==> config.mk <==
export PLATFORM = sky130hd
export DESIGN_NAME = arm_ctrl_fsm
export DESIGN_NICKNAME = d
export VERILOG_FILES = /design/src/rtl/arm_ctrl_fsm.sv
export SDC_FILE = /design/constraint.sdc
export NUM_CORES = 1
export LEC_CHECK = 0
export CAP_MARGIN = 25
export CORE_MARGIN = 2
export CORE_UTILIZATION = 43
export DETAILED_ROUTE_END_ITERATION = 12
export PLACE_DENSITY = 0.71
export SLEW_MARGIN = 20
export SYNTH_ARGS = -nofsm -noshare
export SYNTH_HDL_FRONTEND = slang
export SYNTH_SLANG_ARGS = --single-unit
==> constraint.sdc <==
create_clock -name clk -period 5.6 [get_ports clk]
set_input_delay 0.56 -clock clk [delete_from_list [all_inputs] [get_ports clk]]
set_output_delay 0.56 -clock clk [all_outputs]
set_load 0.02 [all_outputs]
==> src/rtl/arm_ctrl_fsm.sv <==
// Multi-cycle control sequencer for the non-pipelined ARM core.
// Owns PC, instruction register and CPSR NZCV; steps each instruction through
// FETCH -> DECODE -> EXEC -> MEM -> WB with ready/request memory handshakes.
// Ports:
//   clk, rst_n                 clock, async active-low reset
//   imem_req/addr/ready/rdata  instruction fetch handshake
//   inst, pc, flags            architectural state (instruction reg, PC, NZCV)
//   alu_flags                  ALU NZCV result, sampled in EXEC
//   dmem_req/we/ready          data access handshake
//   rf_we, rf_wsrc             register-file write strobe and source select
//   undef                      pulse when an unsupported class is skipped
module arm_ctrl_fsm #(
    parameter logic [31:0] RESET_PC = 32'h0000_0000
) (
    input  logic        clk,
    input  logic        rst_n,
    output logic        imem_req,
    output logic [31:0] imem_addr,
    input  logic        imem_ready,
    input  logic [31:0] imem_rdata,
    output logic [31:0] inst,
    output logic [31:0] pc,
    input  logic [3:0]  alu_flags,
    output logic [3:0]  flags,
    output logic        dmem_req,
    output logic        dmem_we,
    input  logic        dmem_ready,
    output logic        rf_we,
    output logic [1:0]  rf_wsrc,
    output logic        undef
);

    localparam int unsigned XLEN    = 32;
    localparam logic [XLEN-1:0] PC_STEP = XLEN'(4);
    localparam logic [XLEN-1:0] PC_AHEAD = XLEN'(8);
    localparam logic [1:0] WSRC_ALU  = 2'd0;
    localparam logic [1:0] WSRC_MEM  = 2'd1;
    localparam logic [1:0] WSRC_LINK = 2'd2;

    typedef enum logic [2:0] {
        S_FETCH  = 3'd0,
        S_DECODE = 3'd1,
        S_EXEC   = 3'd2,
        S_MEM    = 3'd3,
        S_WB     = 3'd4
    } state_t;

    // Condition-code evaluation against NZCV (bit 3 = N).
    function automatic logic cond_pass(input logic [3:0] c, input logic [3:0] f);
        logic n, z, cf, v, p;
        {n, z, cf, v} = f;
        case (c)
            4'h0:    p = z;
            4'h1:    p = !z;
            4'h2:    p = cf;
            4'h3:    p = !cf;
            4'h4:    p = n;
            4'h5:    p = !n;
            4'h6:    p = v;
            4'h7:    p = !v;
            4'h8:    p = cf && !z;
            4'h9:    p = !cf || z;
            4'hA:    p = (n == v);
            4'hB:    p = (n != v);
            4'hC:    p = !z && (n == v);
            4'hD:    p = z || (n != v);
            4'hE:    p = 1'b1;
            default: p = 1'b0;
        endcase
        return p;
    endfunction

    function automatic logic is_dp(input logic [31:0] i);
        return i[27:26] == 2'b00;
    endfunction

    function automatic logic is_ls(input logic [31:0] i);
        return i[27:26] == 2'b01;
    endfunction

    function automatic logic is_br(input logic [31:0] i);
        return i[27:25] == 3'b101;
    endfunction

    state_t            r_state, w_state_nxt;
    logic [XLEN-1:0]   r_pc, w_pc_nxt;
    logic [XLEN-1:0]   r_inst, w_inst_nxt;
    logic [3:0]        r_flags, w_flags_nxt;
    logic              r_imem_req, r_dmem_req, r_dmem_we, r_rf_we, r_undef;
    logic [1:0]        r_rf_wsrc;
    logic              w_imem_req_nxt, w_dmem_req_nxt, w_dmem_we_nxt, w_rf_we_nxt, w_undef_nxt;
    logic [1:0]        w_rf_wsrc_nxt;
    logic              w_pass, w_unsup;
    logic [XLEN-1:0]   w_br_off;

    assign w_pass   = cond_pass(r_inst[31:28], r_flags);
    assign w_unsup  = !(is_dp(r_inst) || is_ls(r_inst) || is_br(r_inst));
    assign w_br_off = {{6{r_inst[23]}}, r_inst[23:0], 2'b00};

    // Architectural state and registered outputs.
    always_ff @(posedge clk or negedge rst_n) begin
        if (!rst_n) begin
            r_state    <= S_FETCH;
            r_pc       <= RESET_PC;
            r_inst     <= '0;
            r_flags    <= '0;
            r_imem_req <= 1'b0;
            r_dmem_req <= 1'b0;
            r_dmem_we  <= 1'b0;
            r_rf_we    <= 1'b0;
            r_rf_wsrc  <= WSRC_ALU;
            r_undef    <= 1'b0;
        end else begin
            r_state    <= w_state_nxt;
            r_pc       <= w_pc_nxt;
            r_inst     <= w_inst_nxt;
            r_flags    <= w_flags_nxt;
            r_imem_req <= w_imem_req_nxt;
            r_dmem_req <= w_dmem_req_nxt;
            r_dmem_we  <= w_dmem_we_nxt;
            r_rf_we    <= w_rf_we_nxt;
            r_rf_wsrc  <= w_rf_wsrc_nxt;
            r_undef    <= w_undef_nxt;
        end
    end

    // Next state plus the Moore outputs of the state being entered, so each
    // output register holds the decode of the state it is presented in.
    always_comb begin
        w_state_nxt    = r_state;
        w_pc_nxt       = r_pc;
        w_inst_nxt     = r_inst;
        w_flags_nxt    = r_flags;
        w_imem_req_nxt = 1'b0;
        w_dmem_req_nxt = 1'b0;
        w_dmem_we_nxt  = 1'b0;
        w_rf_we_nxt    = 1'b0;
        w_rf_wsrc_nxt  = WSRC_ALU;
        w_undef_nxt    = 1'b0;

        case (r_state)
            S_FETCH: begin
                // Ready only counts while the request is actually presented.
                if (r_imem_req && imem_ready) begin
                    w_inst_nxt  = imem_rdata;
                    w_state_nxt = S_DECODE;
                end
            end
            S_DECODE: begin
                if (!w_pass || w_unsup) begin
                    w_pc_nxt    = r_pc + PC_STEP;
                    w_state_nxt = S_FETCH;
                end else begin
                    w_state_nxt = S_EXEC;
                end
            end
            S_EXEC: begin
                if (is_dp(r_inst)) begin
                    if (r_inst[20]) w_flags_nxt = alu_flags;
                    w_pc_nxt    = r_pc + PC_STEP;
                    w_state_nxt = S_FETCH;
                end else if (is_br(r_inst)) begin
                    w_pc_nxt    = r_pc + PC_AHEAD + w_br_off;
                    w_state_nxt = S_FETCH;
                end else begin
                    w_state_nxt = S_MEM;
                end
            end
            S_MEM: begin
                if (r_dmem_req && dmem_ready) begin
                    if (r_inst[20]) begin
                        w_state_nxt = S_WB;
                    end else begin
                        w_pc_nxt    = r_pc + PC_STEP;
                        w_state_nxt = S_FETCH;
                    end
                end
            end
            S_WB: begin
                w_pc_nxt    = r_pc + PC_STEP;
                w_state_nxt = S_FETCH;
            end
            default: w_state_nxt = S_FETCH;
        endcase

        case (w_state_nxt)
            S_FETCH:  w_imem_req_nxt = 1'b1;
            S_DECODE: w_undef_nxt = cond_pass(w_inst_nxt[31:28], w_flags_nxt)
                                    && !(is_dp(w_inst_nxt) || is_ls(w_inst_nxt) || is_br(w_inst_nxt));
            S_EXEC: begin
                if (is_dp(w_inst_nxt)) begin
                    // TST/TEQ/CMP/CMN (opcodes 10xx) only update flags.
                    w_rf_we_nxt = (w_inst_nxt[24:23] != 2'b10);
                end else if (is_br(w_inst_nxt) && w_inst_nxt[24]) begin
                    w_rf_we_nxt   = 1'b1;
                    w_rf_wsrc_nxt = WSRC_LINK;
                end
            end
            S_MEM: begin
                w_dmem_req_nxt = 1'b1;
                w_dmem_we_nxt  = !w_inst_nxt[20];
            end
            S_WB: begin
                w_rf_we_nxt   = 1'b1;
                w_rf_wsrc_nxt = WSRC_MEM;
            end
            default: ;
        endcase
    end

    assign imem_req  = r_imem_req;
    assign imem_addr = r_pc;
    assign inst      = r_inst;
    assign pc        = r_pc;
    assign flags     = r_flags;
    assign dmem_req  = r_dmem_req;
    assign dmem_we   = r_dmem_we;
    assign rf_we     = r_rf_we;
    assign rf_wsrc   = r_rf_wsrc;
    assign undef     = r_undef;

endmodule
==> summary.md, run 1 <==
• 15300 µm² — Die Outline Area
• 124 µm — die outline height
• 0 — DRC violation count after routing
• 0.441 — starting utilization of the core area
• 77 — maximum number of pins on one net before global-route repair
• 0.0788 — ratio of cells with drive above 1 in the final layout
• complete, no violations — status
• 0.310 — area fraction of the dominant cell type after synthesis
• 0 — CTS-repair resized insts
• 2 — Max Buffers Root-to-Sink
• input port to asynchronous set/reset pin — path class of the lowest-slack min-delay path
• 708 — number of cells produced by synthesis
• 17.1 µm — Wirelength per Cell
• 3.23 ns — post-layout minimum cycle time
• 0 — post-CTS setup buffer count
• 5461 — vias in the first global route
• sky130_fd_sc_hd__dfrtp_1, sky130_fd_sc_hd__ha_1, sky130_fd_sc_hd__a21oi_1 — Area contributors post-synth
• 0.560 — final standard cell utilization of the core
• 27600 µm — wire length of the first global-routing pass
• false — RSZ-0062 raised after global routing
• 0.06 ns — clock slew seen by the registers of the worst setup and hold paths
• 3 — H-tree level count
• 0 — Antenna Diode Count
• 142 — count of port buffers added during placement
• 0 — Setup-failing EPs final
• register — CP endpoint kind
• 0.870 — final estimated routing congestion in global placement
• 0 — number of max-capacitance violations reported
• sky130_fd_sc_hd__dfrtp_1 — most common flop cell mapped by yosys
• 9 — maximum fanout encountered on the critical timing path
• sky130_fd_sc_hd__dfrtp_1 — area leader, netlist
• register to register — classification of the worst setup path
• 68 — number of library cell types mapped by synthesis
• 0 — Antenna Nets Post-Route
• 76 — CTS sink count
• sky130_fd_sc_hd__clkdlybuf4s50_1 — commonest non-fill, non-tap cell in the layout
• 0 ns — TNS Setup
• 43 — count of standard-cell rows
• 1.00 — async set or reset register ratio after synthesis
• 8.68 µm² — Avg Cell Area, Syn
• 124 µm — width of the chip
• 3.44 ns — arrival time reported for the critical path endpoint
• 0 — remaining global-route overflow
• 402 — number of violations reported at the end of detailed-routing iteration 0
• sky130_fd_sc_hd__clkdlybuf4s50_1, sky130_fd_sc_hd__dfrtp_1, sky130_fd_sc_hd__a21oi_1, sky130_fd_sc_hd__nand2_1, sky130_fd_sc_hd__ha_1 — most frequent cells in the layout
• 17000 µm — DRT Wirelength
• 0.35 ns — source-to-sink clock delay at the later pin of the worst-skew pair
• 0.310 — sequential-to-total area share from yosys stat
• 309 MHz — Fmax
• 12400 µm — total half-perimeter wirelength after legalization and detailed placement
• 0.418 — worst max-slew margin expressed relative to the limit
• 0 — number of flops mapped to enable cells by yosys
• 0 — number of slew-limit violations in the final report
• 0 — total of warnings raised by yosys
• 0.577 — portion of the clock cycle consumed by the worst path in the final layout
• 6140 µm² — combined area of all synthesized cells
• sky130_fd_sc_hd__clkbuf_16 — CTS Root Buffer Type
• 27.0% — area grow syn2layout
• 0 — hold violation total from the final report
• 0.00640 ns — clk_skew
• 0 — antenna violations before repair
• 76 — flip-flop and latch count after synthesis
• 5.81 ns — Crit path required time
• 0 — Hold-fix buffers, CTS
• 907 — number of nets at the end of the flow
• 9 — Inserted Clock Buffers
• 13900 µm² — Placeable Area
• 0.873 ns — transition at the pin with the smallest max-transition slack
• 5 — iteration count of the initial detailed-routing pass
• 5731 — vias after detailed routing
• yes — CTS tree
• register — nature of the critical path startpoint
• 0.227 — GR Util All Layers
• 5.78 — average via count per standard cell
• 147 — I/O pin total
## state kept, by name, indices dropped and copies added (netlist names)
| signal | cells |
|---|---|
| imem_req | 1 |
| undef | 1 |
| dmem_req | 1 |
| rf_wsrc | 2 |
| imem_addr | 30 |
| rf_we | 1 |
| flags | 4 |
| inst | 32 |
| r_state | 3 |
| dmem_we | 1 |
## metal layers
metal	up-vias	routed length (µm)	GRT usage
met4	0	354	0.0803
met1	2735	7680	0.313
li1	2770	-	-
met3	27	899	0.0452
met2	199	8020	0.354
met5	-	0	0
## area by class of cell
cell class	instances	area (µm²)
Inverter	28	105
Sequential cell	76	1900
Clock inverter	4	73.8
Multi-Input combinational cell	547	3780
Clock buffer	11	243
Tap cell	180	225
Timing Repair Buffer	146	1470
Fill cell	1230	6130
## per-stage QoR
step / hold slack, ns / cells / setup slack (ns) / instance area (µm²)
2_1_floorplan: 0.264 / 711 / 2.71 / 6150
3_3_place_gp: 0.532 / 975 / 2.37 / 7450
3_5_place_dp: 0.531 / 975 / 2.29 / 7450
4_1_cts: 0.430 / 990 / 2.42 / 7760
5_1_grt: 0.310 / 992 / 2.20 / 7800
6_report: 0.243 / 992 / 2.37 / 7800
## synth_stat cells, types with 15 or more instances
cell type and count:
sky130_fd_sc_hd__a21oi_1 70, sky130_fd_sc_hd__buf_4 35, sky130_fd_sc_hd__clkbuf_1 15, sky130_fd_sc_hd__dfrtp_1 76, sky130_fd_sc_hd__ha_1 58, sky130_fd_sc_hd__inv_1 27, sky130_fd_sc_hd__mux2_2 27, sky130_fd_sc_hd__nand2_1 65
sky130_fd_sc_hd__nand3_1 25, sky130_fd_sc_hd__nor2_1 44, sky130_fd_sc_hd__o21ai_0 42, sky130_fd_sc_hd__xnor2_1 19
## cell families after synthesis
| group | Yosys count | share of synthesized area |
|---|---|---|
| flip-flops | 76 | 0.310 |
| AND/OR/NAND/NOR | 212 | 0.168 |
| AO/OA/AOI/OAI | 205 | 0.211 |
| buffers and inverters | 88 | 0.0780 |
| adder cells (fa/ha/maj) | 59 | 0.121 |
| multiplexers | 40 | 0.0727 |
| XOR/XNOR | 27 | 0.0385 |
| other | 1 | 0.000610 |
## final timing paths
path	start	end	slack (ns)	cells after the start
min in group clk	inst[9]	inst[9]	0.54	1
max reg2reg	imem_addr[20]	imem_addr[30]	2.37	10
min	rst_n	inst[7]	0.24	1
min reg2reg	inst[9]	inst[9]	0.54	1
max	imem_addr[20]	imem_addr[30]	2.37	10
max in group asynchronous	rst_n	dmem_we	4.86	1
## worst max-delay path, cell delays in order, from the launching register on
cell and delay, ns:
sky130_fd_sc_hd__dfrtp_1 0.51, sky130_fd_sc_hd__ha_1 0.35, sky130_fd_sc_hd__ha_1 0.38, sky130_fd_sc_hd__nand2_1 0.17, sky130_fd_sc_hd__nor3_1 0.53, sky130_fd_sc_hd__nand4_1 0.18
sky130_fd_sc_hd__nor3_1 0.31, sky130_fd_sc_hd__nor2_2 0.15, sky130_fd_sc_hd__o2111a_1 0.27, sky130_fd_sc_hd__nor2_1 0.14, sky130_fd_sc_hd__a31oi_1 0.10
Power of run 1 is not shown: default switching activity piles up to over one toggle a cycle in this logic, so the estimate is an artifact.
==> run 2, diff against run 1 <==
clock period = 3.3 ns   (was 5.6 ns; I/O delays follow)
==> run 2 against run 1 <==
Against the previous run:
- die area stayed put
- largest cell class unchanged
- global-route usage is 0.37 points higher
- clock-buffer cell count is 2 lower
- sequential share of layout area is 0.38 points lower
- critical endpoint is now imem_addr[20]
- sequential cell count stayed put
- final area is 1.6% higher
- utilization is 0.90 points higher
- final cell count is 1.2% higher
==> summary.md, run 2 (same netlist as run 1, synthesis figures left out) <==
• 0 — Antenna Nets Post-Route, unchanged
• 0 — DRC violation count after routing, unchanged
• 0.576 — worst max-slew margin expressed relative to the limit, was 0.418
• 5.76 — average via count per standard cell, was 5.78
• 142 — count of port buffers added during placement, unchanged
• 29.0% — area grow syn2layout, was 27.0%
• 1225 — number of fill cells, was 1230
• register — nature of the critical path startpoint, unchanged
• 5513 — vias in the first global route, was 5461
• 32 — flip-flop count of the largest register, all copies and words added, unchanged
• 7930 µm² — final instance area, was 7800 µm²
• ha_1 > ha_1 > a211oi_2 > o21ai_1 > a2111oi_4 > nor3b_2 > a21bo_1 > a221oi_1 > nor4b_1 > nand3b_1 — Critical Path, Cell by Cell, was ha_1 > ha_1 > nand2_1 > nor3_1 > nand4_1 > nor3_1 > nor2_2 > o2111a_1 > nor2_1 > a31oi_1
• 0.946 — portion of the clock cycle consumed by the worst path in the final layout, was 0.577
• 0.231 — GR Util All Layers, was 0.227
• 0.203 ns — post-place setup slack, was 2.29 ns
• 6 — iteration count of the initial detailed-routing pass, was 5
• 7 — maximum fanout encountered on the critical timing path, was 9
• false — RSZ-0062 raised after global routing, unchanged
• 7510 µm² — instance area at placement, was 7450 µm²
• 0.441 — starting utilization of the core area, unchanged
• 0.0107 ns — clk_skew, was 0.00640 ns
• 77 — maximum number of pins on one net before global-route repair, unchanged
• 1004 — Cell Count, Final, Fillers Out, was 992
• 5780 — vias after detailed routing, was 5731
• 27800 µm — wire length of the first global-routing pass, was 27600 µm
• 17200 µm — DRT Wirelength, was 17000 µm
• 0.07 ns — clock slew seen by the registers of the worst setup and hold paths, was 0.06 ns
• 0.45 ns — largest stage delay on the critical path, was 0.53 ns
• 2 — Max Buffers Root-to-Sink, unchanged
• sky130_fd_sc_hd__ha_1 — most prevalent standard cell on the critical path
• met2 — busiest layer in global routing, unchanged
• 3.12 ns — post-layout minimum cycle time, was 3.23 ns
• 3.53 ns — Crit path required time, was 5.81 ns
• 0.312 — met1 Usage GRT, was 0.313
• 0.874 — final estimated routing congestion in global placement, was 0.870
• input port to asynchronous set/reset pin — path class of the lowest-slack min-delay path, unchanged
• sky130_fd_sc_hd__clkdlybuf4s50_1 — commonest non-fill, non-tap cell in the layout, unchanged
• complete, no violations — status, unchanged
• 0 — number of slew-limit violations in the final report, unchanged
• 12700 µm — total half-perimeter wirelength after legalization and detailed placement, was 12400 µm
• 0 — Antenna Diode Count, unchanged
• 461 — number of violations reported at the end of detailed-routing iteration 0, was 402
• 0 — remaining global-route overflow, unchanged
• 3.35 ns — arrival time reported for the critical path endpoint, was 3.44 ns
• 147 — I/O pin total, unchanged
• 0 — Setup-failing EPs final, unchanged
• 0 — antenna violations before repair, unchanged
• register to register — classification of the worst setup path, unchanged
• 124 µm — width of the chip, unchanged
• 0.374 — GR Util met2, was 0.354
• 15300 µm² — Die Outline Area, unchanged
• 0.35 ns — source-to-sink clock delay at the later pin of the worst-skew pair, about the same
• 43 — count of standard-cell rows, unchanged
• register — CP endpoint kind, unchanged
• 13900 µm² — Placeable Area, unchanged
• compound AO/OA/AOI/OAI gates — cell family contributing the most delay on the critical path, was simple AND/OR/NAND/NOR gates
• 0 — hold violation total from the final report, unchanged
• 9 — Inserted Clock Buffers, unchanged
• 124 µm — die outline height, unchanged
• sky130_fd_sc_hd__clkbuf_16 — CTS Root Buffer Type, unchanged
• 320 MHz — Fmax, was 309 MHz
• 0.0947 — ratio of cells with drive above 1 in the final layout, was 0.0788
• 0 ns — TNS Setup, unchanged
• 918 — number of nets at the end of the flow, was 907
• sky130_fd_sc_hd__a2111oi_4 — master of the slowest instance on the critical path, was sky130_fd_sc_hd__nor3_1
• 983 — Cell Count Post-Placement, was 975
• 0.636 ns — transition at the pin with the smallest max-transition slack, was 0.873 ns
• 3 — H-tree level count, unchanged
• 0 — number of max-capacitance violations reported, unchanged
• sky130_fd_sc_hd__clkdlybuf4s50_1, sky130_fd_sc_hd__dfrtp_1, sky130_fd_sc_hd__a21oi_1, sky130_fd_sc_hd__nand2_1, sky130_fd_sc_hd__ha_1 — most frequent cells in the layout, unchanged
• 0.177 ns — minimum setup slack in the final design, was 2.37 ns
• 17.1 µm — Wirelength per Cell, about the same
• 0.0447 — global-route met3 utilization, was 0.0452
• yes — CTS tree, unchanged
• 76 — CTS sink count, unchanged
• 0 — combined buffer and inverter count along the critical path, unchanged
[run 2: area by class of cell]
cell class,count,area (µm²),share of cell area
clock buffer,9,225,0.0284
clock inverter,7,124,0.0156
inverter,28,105,0.0133
multi-input combinational,547,3790,0.478
sequential,76,1900,0.240
tap,180,225,0.0284
timing repair buffer,157,1550,0.196
[run 2: worst paths after layout]
kind	start	slack, ns	depth (start not counted)	to
min reg2reg	inst[0]	0.55	1	inst[0]
max in group asynchronous	rst_n	2.32	3	inst[25]
min in group clk	imem_rdata[1]	0.53	3	inst[1]
max reg2reg	imem_addr[4]	0.18	10	imem_addr[20]
min	rst_n	0.41	2	inst[2]
max	imem_addr[4]	0.18	10	imem_addr[20]
[run 2: timing repair]
item,4_1_cts,5_1_grt
hold endpoints to repair,0,19
buffers inserted,0,3
setup endpoints to repair,0,9
hold buffers,0,1
gates resized for setup,0,2
[run 2: routing by layer]
layer / wire length [µm] / up-vias / share of wire
met5: 0 / - / 0
met4: 288 / 0 / 0.017
met2: 8290 / 150 / 0.48
li1: - / 2790 / -
met1: 7830 / 2812 / 0.46
met3: 741 / 28 / 0.043
[run 2: metrics by stage]
step,hold slack (ns),util
2_1_floorplan,0.0344,-
3_3_place_gp,0.533,0.539
3_5_place_dp,0.538,0.539
4_1_cts,0.176,0.564
5_1_grt,0.431,0.569
6_report,0.405,0.569
[run 2: worst reg2reg max path: stages, from the launching register on]
cell	delay (ns)
sky130_fd_sc_hd__dfrtp_1	0.44
sky130_fd_sc_hd__ha_1	0.34
sky130_fd_sc_hd__ha_1	0.33
sky130_fd_sc_hd__a211oi_2	0.24
sky130_fd_sc_hd__o21ai_1	0.17
sky130_fd_sc_hd__a2111oi_4	0.45
sky130_fd_sc_hd__nor3b_2	0.15
sky130_fd_sc_hd__a21bo_1	0.24
sky130_fd_sc_hd__a221oi_1	0.35
sky130_fd_sc_hd__nor4b_1	0.10
sky130_fd_sc_hd__nand3b_1	0.18
Power of run 2 is left out for the same reason.
==> run 3, diff against run 2 <==
HOLD_SLACK_MARGIN = 0.12   (was not set)
clock period = 3.5 ns   (was 3.3 ns; I/O delays follow)
==> run 3 against run 2 <==
Against the previous run:
- fmax shrank 1.4%
- utilization shrank 0.76 points
- largest cell class unchanged
- register-to-register slack gained 0.16 ns
- clock-buffer cell count grew 2
- die area is the same
- clock skew is essentially flat
- final cell count shrank 0.70%
- final area shrank 1.3%
- hold slack gained 0.14 ns
==> summary.md, run 3 (same netlist as run 1, synthesis figures left out) <==
• 5 — iteration count of the initial detailed-routing pass, was 6
• 3.38 ns — arrival time reported for the critical path endpoint, was 3.35 ns
• 0.364 — worst max-slew margin expressed relative to the limit, was 0.576
• 12600 µm — total half-perimeter wirelength after legalization and detailed placement, was 12700 µm
• sky130_fd_sc_hd__inv_1 — most prevalent standard cell on the critical path, was sky130_fd_sc_hd__ha_1
• 0.0109 ns — clk_skew, was 0.0107 ns
• 32 — flip-flop count of the largest register, all copies and words added, unchanged
• 3.17 ns — post-layout minimum cycle time, was 3.12 ns
• 0 — remaining global-route overflow, unchanged
• 7480 µm² — instance area at placement, was 7510 µm²
• 0 — Antenna Diode Count, unchanged
• 5475 — vias in the first global route, was 5513
• 13900 µm² — Placeable Area, unchanged
• 0.441 — starting utilization of the core area, unchanged
• sky130_fd_sc_hd__clkbuf_16 — CTS Root Buffer Type, unchanged
• 0 — number of slew-limit violations in the final report, unchanged
• 0.228 — GR Util All Layers, was 0.231
• 77 — maximum number of pins on one net before global-route repair, unchanged
• 0 — hold violation total from the final report, unchanged
• 3 — combined buffer and inverter count along the critical path, was 0
• 27600 µm — wire length of the first global-routing pass, was 27800 µm
• 0 — post-CTS setup buffer count, unchanged
• 147 — I/O pin total, unchanged
• 911 — number of nets at the end of the flow, was 918
• yes — CTS tree, unchanged
• 124 µm — width of the chip, unchanged
• 997 — Cell Count, Final, Fillers Out, was 1004
• 316 MHz — Fmax, was 320 MHz
• register to register — path class of the lowest-slack min-delay path, was input port to asynchronous set/reset pin
• 17.1 µm — Wirelength per Cell, about the same
• 0 — number of max-capacitance violations reported, unchanged
• 76 — CTS sink count, unchanged
• 0 — CTS-repair resized insts, unchanged
• compound AO/OA/AOI/OAI gates — cell family contributing the most delay on the critical path, unchanged
• 1296 — number of fill cells, was 1225
• 0 — DRC violation count after routing, unchanged
• register to register — classification of the worst setup path, unchanged
• register — CP endpoint kind, unchanged
• false — RSZ-0062 raised after global routing, unchanged
• sky130_fd_sc_hd__dfrtp_1 — master of the slowest instance on the critical path, was sky130_fd_sc_hd__a2111oi_4
• 0 — antenna violations before repair, unchanged
• 0 ns — TNS Setup, unchanged
• 463 — number of violations reported at the end of detailed-routing iteration 0, was 461
• 0.0832 — ratio of cells with drive above 1 in the final layout, was 0.0947
• 0 — Antenna Nets Post-Route, unchanged
• 7820 µm² — final instance area, was 7930 µm²
• 43 — count of standard-cell rows, unchanged
• 0.945 ns — transition at the pin with the smallest max-transition slack, was 0.636 ns
• inv_1 > ha_1 > inv_1 > ha_1 > inv_1 > fa_1 > nand2b_1 > a211oi_1 > o21ai_0 > o211ai_1 > a211oi_1 > xnor2_1 > o21ai_0 > a21oi_1 — Critical Path, Cell by Cell, was ha_1 > ha_1 > a211oi_2 > o21ai_1 > a2111oi_4 > nor3b_2 > a21bo_1 > a221oi_1 > nor4b_1 > nand3b_1
• 3.71 ns — Crit path required time, was 3.53 ns
• complete, no violations — status, unchanged
• 0.43 ns — largest stage delay on the critical path, was 0.45 ns
• 5740 — vias after detailed routing, was 5780
• 2 — Max Buffers Root-to-Sink, unchanged
• 3 — H-tree level count, unchanged
• 0.880 — final estimated routing congestion in global placement, was 0.874
• 27.3% — area grow syn2layout, was 29.0%
• 15300 µm² — Die Outline Area, unchanged
• 0 — Setup-failing EPs final, unchanged
• 9 — Inserted Clock Buffers, unchanged
• 979 — Cell Count Post-Placement, was 983
• register — nature of the critical path startpoint, unchanged
• 0.905 — portion of the clock cycle consumed by the worst path in the final layout, was 0.946
• 5.76 — average via count per standard cell, about the same
• sky130_fd_sc_hd__clkdlybuf4s50_1, sky130_fd_sc_hd__dfrtp_1, sky130_fd_sc_hd__a21oi_1, sky130_fd_sc_hd__nand2_1, sky130_fd_sc_hd__ha_1 — most frequent cells in the layout, unchanged
• 124 µm — die outline height, unchanged
• 142 — count of port buffers added during placement, unchanged
• 6 — maximum fanout encountered on the critical timing path, was 7
• 0.06 ns — clock slew seen by the registers of the worst setup and hold paths, was 0.07 ns
• 0.35 ns — source-to-sink clock delay at the later pin of the worst-skew pair, about the same
• sky130_fd_sc_hd__clkdlybuf4s50_1 — commonest non-fill, non-tap cell in the layout, unchanged
• 17000 µm — DRT Wirelength, was 17200 µm
-- run 3: per-layer routing --
| layer | vias up | track usage | share of wire |
|---|---|---|---|
| met2 | 179 | 0.371 | 0.48 |
| met1 | 2762 | 0.310 | 0.46 |
| li1 | 2776 | - | - |
| met4 | 0 | 0.0803 | 0.016 |
| met3 | 23 | 0.0309 | 0.040 |
| met5 | - | 0 | 0 |
-- run 3: area by class of cell --
type                    count  area (µm²)  share of cell area
clock buffers              11         243              0.0310
clock inverters             5        60.1             0.00768
inverters                  28         105              0.0134
multi-input cells         547        3780               0.483
flip-flops and latches     76        1900               0.243
well taps                 180         225              0.0288
repair buffers            150        1510               0.192
-- run 3: final timing paths --
| path | depth (start not counted) | slack, ns | startpoint | endpoint |
|---|---|---|---|---|
| worst max-delay path | 14 | 0.33 | imem_addr[3] | imem_addr[29] |
| worst min-delay path | 1 | 0.54 | inst[0] | inst[0] |
| min in group asynchronous | 2 | 0.61 | rst_n | inst[7] |
| max in group asynchronous | 2 | 2.41 | rst_n | inst[24] |
| worst min register to register | 1 | 0.54 | inst[0] | inst[0] |
| worst max register to register | 14 | 0.33 | imem_addr[3] | imem_addr[29] |
-- run 3: worst register-to-register path, delay by kind of cell, from the launching register on --
kind,cells,cell delay (ns)
adders and majority gates,3,0.89
AOI/OAI and AO/OA,6,1.16
xor gates and xnor gates,1,0.15
DFF,1,0.43
and+or+nand+nor,1,0.20
buffers and inverters,3,0.20
-- run 3: what timing repair did --
item	4_1_cts	5_1_grt
hold buffers	0	1
hold endpoints to repair	0	38
setup endpoints to repair	0	0
-- run 3: through the flow --
stage | util | hold slack [ns] | setup slack, ns
2_1_floorplan | - | 0.0544 | 0.612
3_3_place_gp | 0.537 | 0.533 | 0.499
3_5_place_dp | 0.537 | 0.532 | 0.379
4_1_cts | 0.558 | 0.205 | 0.376
5_1_grt | 0.561 | 0.565 | 0.102
6_report | 0.561 | 0.542 | 0.333
Power of run 3 is left out for the same reason.
